### src/rtl/clas_pkg.sv
// Shared constants and types for the beat classifier MAC/argmax engine.
// Optional feature macro: CLAS_BIAS_EN (per-class accumulator bias).
package clas_pkg;

  localparam int DATA_WIDTH = 8;
  localparam int FEAT_CNT   = 24;
  localparam int CLASS_CNT  = 4;
  localparam int ACC_WIDTH  = 24;
  localparam int ADDR_WIDTH = 8;
  localparam int WT_CNT     = FEAT_CNT * CLASS_CNT;

  localparam logic [ADDR_WIDTH-1:0] WT_ADDR_CLAS = 8'h01;

  typedef enum logic [1:0] {
    IDLE   = 2'd0,
    MAC    = 2'd1,
    ARGMAX = 2'd2,
    OUT    = 2'd3
  } clas_state_e;

`ifdef CLAS_BIAS_EN
  // Index 0 is the rightmost element.
  localparam logic [CLASS_CNT-1:0][ACC_WIDTH-1:0] CLAS_BIAS = {
    24'sd1000, 24'sd0, 24'sd0, 24'sd0
  };
`endif

endpackage

### src/rtl/clas_argmax.sv
// Combinational 4-way signed max, lowest index wins ties.
// Ports: score_i scores in; idx_o winning index; score_o scores passed through.
module clas_argmax
  import clas_pkg::*;
(
  input  logic [CLASS_CNT-1:0][ACC_WIDTH-1:0] score_i,
  output logic [1:0]                          idx_o,
  output logic [CLASS_CNT-1:0][ACC_WIDTH-1:0] score_o
);

  logic [ACC_WIDTH-1:0] best;

  // Strict greater-than keeps the earlier index on a tie.
  always_comb begin
    idx_o = 2'd0;
    best  = score_i[0];
    for (int i = 1; i < CLASS_CNT; i++) begin
      if ($signed(score_i[i]) > $signed(best)) begin
        best  = score_i[i];
        idx_o = 2'(i);
      end
    end
  end

  assign score_o = score_i;

endmodule

### src/rtl/clas_mac_argmax.sv
// Classifier: 4 parallel MACs over 24 features, then argmax.
// Ports: in_valid/in_ready+feat_i in; wt_addr/wt_i LUT; out_valid/out_ready+class_o/score_o out. Macro CLAS_BIAS_EN.
module clas_mac_argmax
  import clas_pkg::*;
(
  input  logic                                 clk,
  input  logic                                 rst,
  input  logic                                 in_valid,
  output logic                                 in_ready,
  input  logic [FEAT_CNT-1:0][DATA_WIDTH-1:0]  feat_i,
  output logic [ADDR_WIDTH-1:0]                wt_addr,
  input  logic [WT_CNT-1:0][DATA_WIDTH-1:0]    wt_i,
  output logic                                 out_valid,
  input  logic                                 out_ready,
  output logic [1:0]                           class_o,
  output logic [CLASS_CNT-1:0][ACC_WIDTH-1:0]  score_o
);

  clas_state_e                          state;
  logic [FEAT_CNT-1:0][DATA_WIDTH-1:0]  feat_q;
  logic [4:0]                           k;
  logic [CLASS_CNT-1:0][ACC_WIDTH-1:0]  acc;
  logic [CLASS_CNT-1:0][ACC_WIDTH-1:0]  prod;
  logic [CLASS_CNT-1:0][ACC_WIDTH-1:0]  max_sc;
  logic [1:0]                           max_idx;
  logic [ACC_WIDTH-1:0]                 fx;
  logic [ACC_WIDTH-1:0]                 wx;
  logic [6:0]                           widx;

  assign in_ready  = (state == IDLE) && !rst;
  assign out_valid = (state == OUT);
  assign wt_addr   = (state == MAC) ? WT_ADDR_CLAS
                                    : '0;

  // Operands are sign-extended first so the
  // 24-bit product needs no further extension.
  always_comb begin
    prod = '0;
    fx   = ACC_WIDTH'($signed(feat_q[k]));
    wx   = '0;
    widx = '0;
    for (int c = 0; c < CLASS_CNT; c++) begin
      widx    = 7'(c * FEAT_CNT) + 7'(k);
      wx      = ACC_WIDTH'($signed(wt_i[widx]));
      prod[c] = fx * wx;
    end
  end

  clas_argmax u_argmax (
    .score_i (acc),
    .idx_o   (max_idx),
    .score_o (max_sc)
  );

  always_ff @(posedge clk) begin
    if (rst) begin
      state   <= IDLE;
      feat_q  <= '0;
      k       <= '0;
      acc     <= '0;
      class_o <= '0;
      score_o <= '0;
    end else begin
      unique case (state)
        IDLE: begin
          if (in_valid) begin
            feat_q <= feat_i;
            k      <= '0;
`ifdef CLAS_BIAS_EN
            acc    <= CLAS_BIAS;
`else
            acc    <= '0;
`endif
            state  <= MAC;
          end
        end
        MAC: begin
          for (int c = 0; c < CLASS_CNT; c++)
            acc[c] <= acc[c] + prod[c];
          if (k == 5'(FEAT_CNT - 1)) begin
            k     <= '0;
            state <= ARGMAX;
          end else begin
            k <= k + 5'd1;
          end
        end
        ARGMAX: begin
          class_o <= max_idx;
          score_o <= max_sc;
          state   <= OUT;
        end
        OUT: begin
          if (out_ready) state <= IDLE;
        end
        default: state <= IDLE;
      endcase
    end
  end

endmodule
### config.mk
export PLATFORM = sky130hd
export DESIGN_NAME = clas_mac_argmax
export DESIGN_NICKNAME = d
export VERILOG_FILES = /design/src/rtl/clas_pkg.sv /design/src/rtl/clas_argmax.sv /design/src/rtl/clas_mac_argmax.sv
export SDC_FILE = /design/constraint.sdc
export NUM_CORES = 2
export LEC_CHECK = 0
export BUFFER_PORTS_ARGS = -buffer_cell sky130_fd_sc_hd__buf_2
export CELL_PAD_IN_SITES_DETAIL_PLACEMENT = 1
export CELL_PAD_IN_SITES_GLOBAL_PLACEMENT = 2
export CORE_AREA = 3 3 416 418
export CTS_CLUSTER_SIZE = 40
export DETAILED_ROUTE_END_ITERATION = 8
export DIE_AREA = 0 0 419 421
export PLACE_DENSITY_LB_ADDON = 0.1
export SYNTH_ARGS = -nofsm -noshare
export SYNTH_HDL_FRONTEND = slang
export SYNTH_SLANG_ARGS = --single-unit
### constraint.sdc
create_clock -name clk -period 10.75 [get_ports clk]
set_input_delay 0 -clock clk [delete_from_list [all_inputs] [get_ports clk]]
set_output_delay 0 -clock clk [all_outputs]
set_load 0.03 [all_outputs]
==> impl_results.md <==
* Run status: completed
* Largest net degree at the start of global routing at 94
* Commonest non-fill, non-tap cell in the layout: buf_2
* WL final at 205000 µm
* RR Startpoint: k[0]$_SDFFE_PP0P_
* Initial Util at 22.5%
* Worst-path clk slew at 60 ps
* Nets at 6866
* Via count at 36200
* CTS Buf Count at 54
* Post-synthesis cell type count at 78
* Layout cells sized above 1 at 29.7%
* Mapped cell area at 0.0381 mm²
* Setup repair after global routing missed its margin: false
* I/O Buffers at 1064
* Worst reg2reg path depth at 33
* Fin crit period at 9860 ps
* Slew @ Worst Pin at 1100 ps
* Clk buf depth at 3
* Setup CP Type: reg -> reg
* Required time at the worst-slack endpoint at 11330 ps
* Die Ht at 421 µm
* Commonest non-fill, non-tap cells in the layout: 1063 x buf_2, 522 x nor2_1, 514 x nand2_1, 388 x dfxtp_1, 384 x inv_1
* CP Launch Type: flop
* # IOs at 1072
* Dominant synthesized flop cell: dfxtp_1
* Antenna viol nets, final at 0
* Max IR drop VDD at 184 µV
* Vias in the first global route at 38700
* Setup TNS at 0 ps
* Vias per inst at 4.72
* Remaining DRCs at 0
* R2R Path End: acc[71]$_SDFFE_PP0P_
* Grt total ovfl at 0
* Slew Limit Fails at 0
* EDFF count, synth at 0
* Postcts setup bufs at 0
* Fmax at 101 MHz
* DRT iter0 DRCs at 1937
* Fin worst setup slack at 887 ps
* Finished Core Util at 29.4%
* Routed len/inst at 26.7 µm
* Register area share after synthesis at 20.7%
* Placeable Area at 0.169 mm²
* Synth warnings at 0
* Pwr dens at 343 mW/mm²
* RePlAce Congestion at 0.962
* Initial antenna violation count at 85
* Worst Setup Slack post-DPL at 710 ps
* Synth top area cells: dfxtp_1 21%, mux4_2 15%, fa_1 12%, ha_1 9.4%, nor2_1 5.2%
* Die area at 0.176 mm²
* Worst hold path type: in -> reg
* Syn Area/Cell at 9.04 µm²
* HPWL after DPL at 172000 µm
* Reg2reg setup slack at 890 ps
* Arr. time, crit path at 10440 ps
* CTS root buffer: clkbuf_16
* Row count at 151
* Setup violators final at 0
* Hold_buf cts at 194
* TritonRoute pass-1 iters at 5
* Hold Startpoint: in_valid
* Worst hold path endpoint: k[2]$_SDFFE_PP0P_
* CP max-delay cell: a211oi_1
* Period utilization at 91.7%
* Post-CTS sizing at 0
* Area leader, netlist: dfxtp_1
* Skew final at 76.5 ps
* First-pass GRT wire length at 290000 µm
* Clock latency on the worst-skew pair at 680 ps
* CP Max Fanout at 29
* Top-area cell type share of the netlist area at 20.7%
* Max H-tree Level at 2
* Pleak at 22.2 nW
* CP Capture Type: flop
* Max-Cap Viols at 0
* Gr usage total at 22.6%
* CTS sink count at 393
* Hold Vio Cnt, Final at 0
* Synth Instances at 4213
* Fraction of registers with async set or reset after synthesis at 0%
* Slew HR at 27.0%
* Die W at 419 µm
* Largest stage delay on the critical path at 880 ps
* Synthesis-to-finish area growth at 30.8%
* CTS tree: built
* Synth Register Bits at 393
* Hold depth at 4
==> stage by stage <==
stage          hold slack, ps  total power [mW]  cell area [µm²]  instances
2_1_floorplan             136              11.2            38100       4219
3_3_place_gp              246              15.3            46000       7357
3_5_place_dp              249              15.3            46000       7357
4_1_cts                  60.5              17.4            49800       7647
5_1_grt                   109              18.9            49800       7662
6_report                  100              17.1            49800       7674
==> synth_stat cells, types with 85 or more instances <==
cell,number
clkbuf_1,147
a21o_1,85
mux2i_1,175
inv_1,384
fa_1,226
a21oi_1,352
nand2_1,515
ha_1,287
o21ai_0,110
nor2_1,523
mux4_2,251
xnor2_1,91
dfxtp_1,393
==> worst max-delay path: cells and delay by family (launching register included) <==
kind,cells,cell delay [ps]
buffers and inverters,6,970
and+or+nand+nor,2,740
AOI/OAI and AO/OA,16,4290
xor gates and xnor gates,1,220
adders and majority gates,6,2360
DFF,1,780
muxes,2,350
==> metal layers <==
metal | vias to the layer above | global-route usage [%] | wire, µm
met4 | 26 | 2.16 | 2300
li1 | 17000 | - | -
met1 | 18200 | 31.1 | 94900
met2 | 806 | 38.6 | 98900
met5 | - | 0 | 163
met3 | 159 | 3.17 | 8290
==> report_power, final <==
part / switching, mW / internal, mW / leakage [nW]
combinational: 7.90 / 5.37 / 18.2
sequential: 0.252 / 1.69 / 3.20
clock: 0.805 / 1.09 / 0.878
total: 8.96 / 8.14 / 22.2
==> how the worst max path moves through the flow <==
stage          depth (start not counted)         startpoint                   end  slack, ps
5_1_grt                               33  k[0]$_SDFFE_PP0P_  acc[47]$_SDFFE_PP0P_         60
4_1_cts                               33  k[0]$_SDFFE_PP0P_  acc[71]$_SDFFE_PP0P_        660
2_1_floorplan                         35  k[3]$_SDFFE_PP0P_  acc[92]$_SDFFE_PP0P_       2000
6_report                              33  k[0]$_SDFFE_PP0P_  acc[71]$_SDFFE_PP0P_        890
3_5_place_dp                          33  k[0]$_SDFFE_PP0P_  acc[71]$_SDFFE_PP0P_        710
3_3_place_gp                          33  k[0]$_SDFFE_PP0P_  acc[71]$_SDFFE_PP0P_        550
==> cells by family (layout without fill, tap and decap cells) <==
logic type / Yosys count / after routing / share of synthesized area, %
and+or+nand+nor: 1300 / 1300 / 14.4
muxes: 487 / 487 / 21.8
other: 1 / 34 / 0.00985
xor gates and xnor gates: 127 / 127 / 2.92
adders and majority gates: 513 / 513 / 21.3
AOI/OAI and AO/OA: 760 / 760 / 12.2
DFF: 393 / 393 / 20.7
buffers and inverters: 632 / 1842 / 6.76
==> sequential cells by signal (all words and copies together) (netlist names) <==
name     cells
acc         96
class_o      2
feat_q     192
k            5
score_o     96
state        2
==> area by class of cell <==
type	count	area, µm²
antenna	27	67.6
tap	2218	2780
fill	19900	120000
sequential	393	7880
multi-input combinational	3194	27700
timing repair buffer	1359	8110
clock inverter	23	300
inverter	387	1460
clock buffer	73	1500
Note: power is estimated with default switching activity, not from simulation.
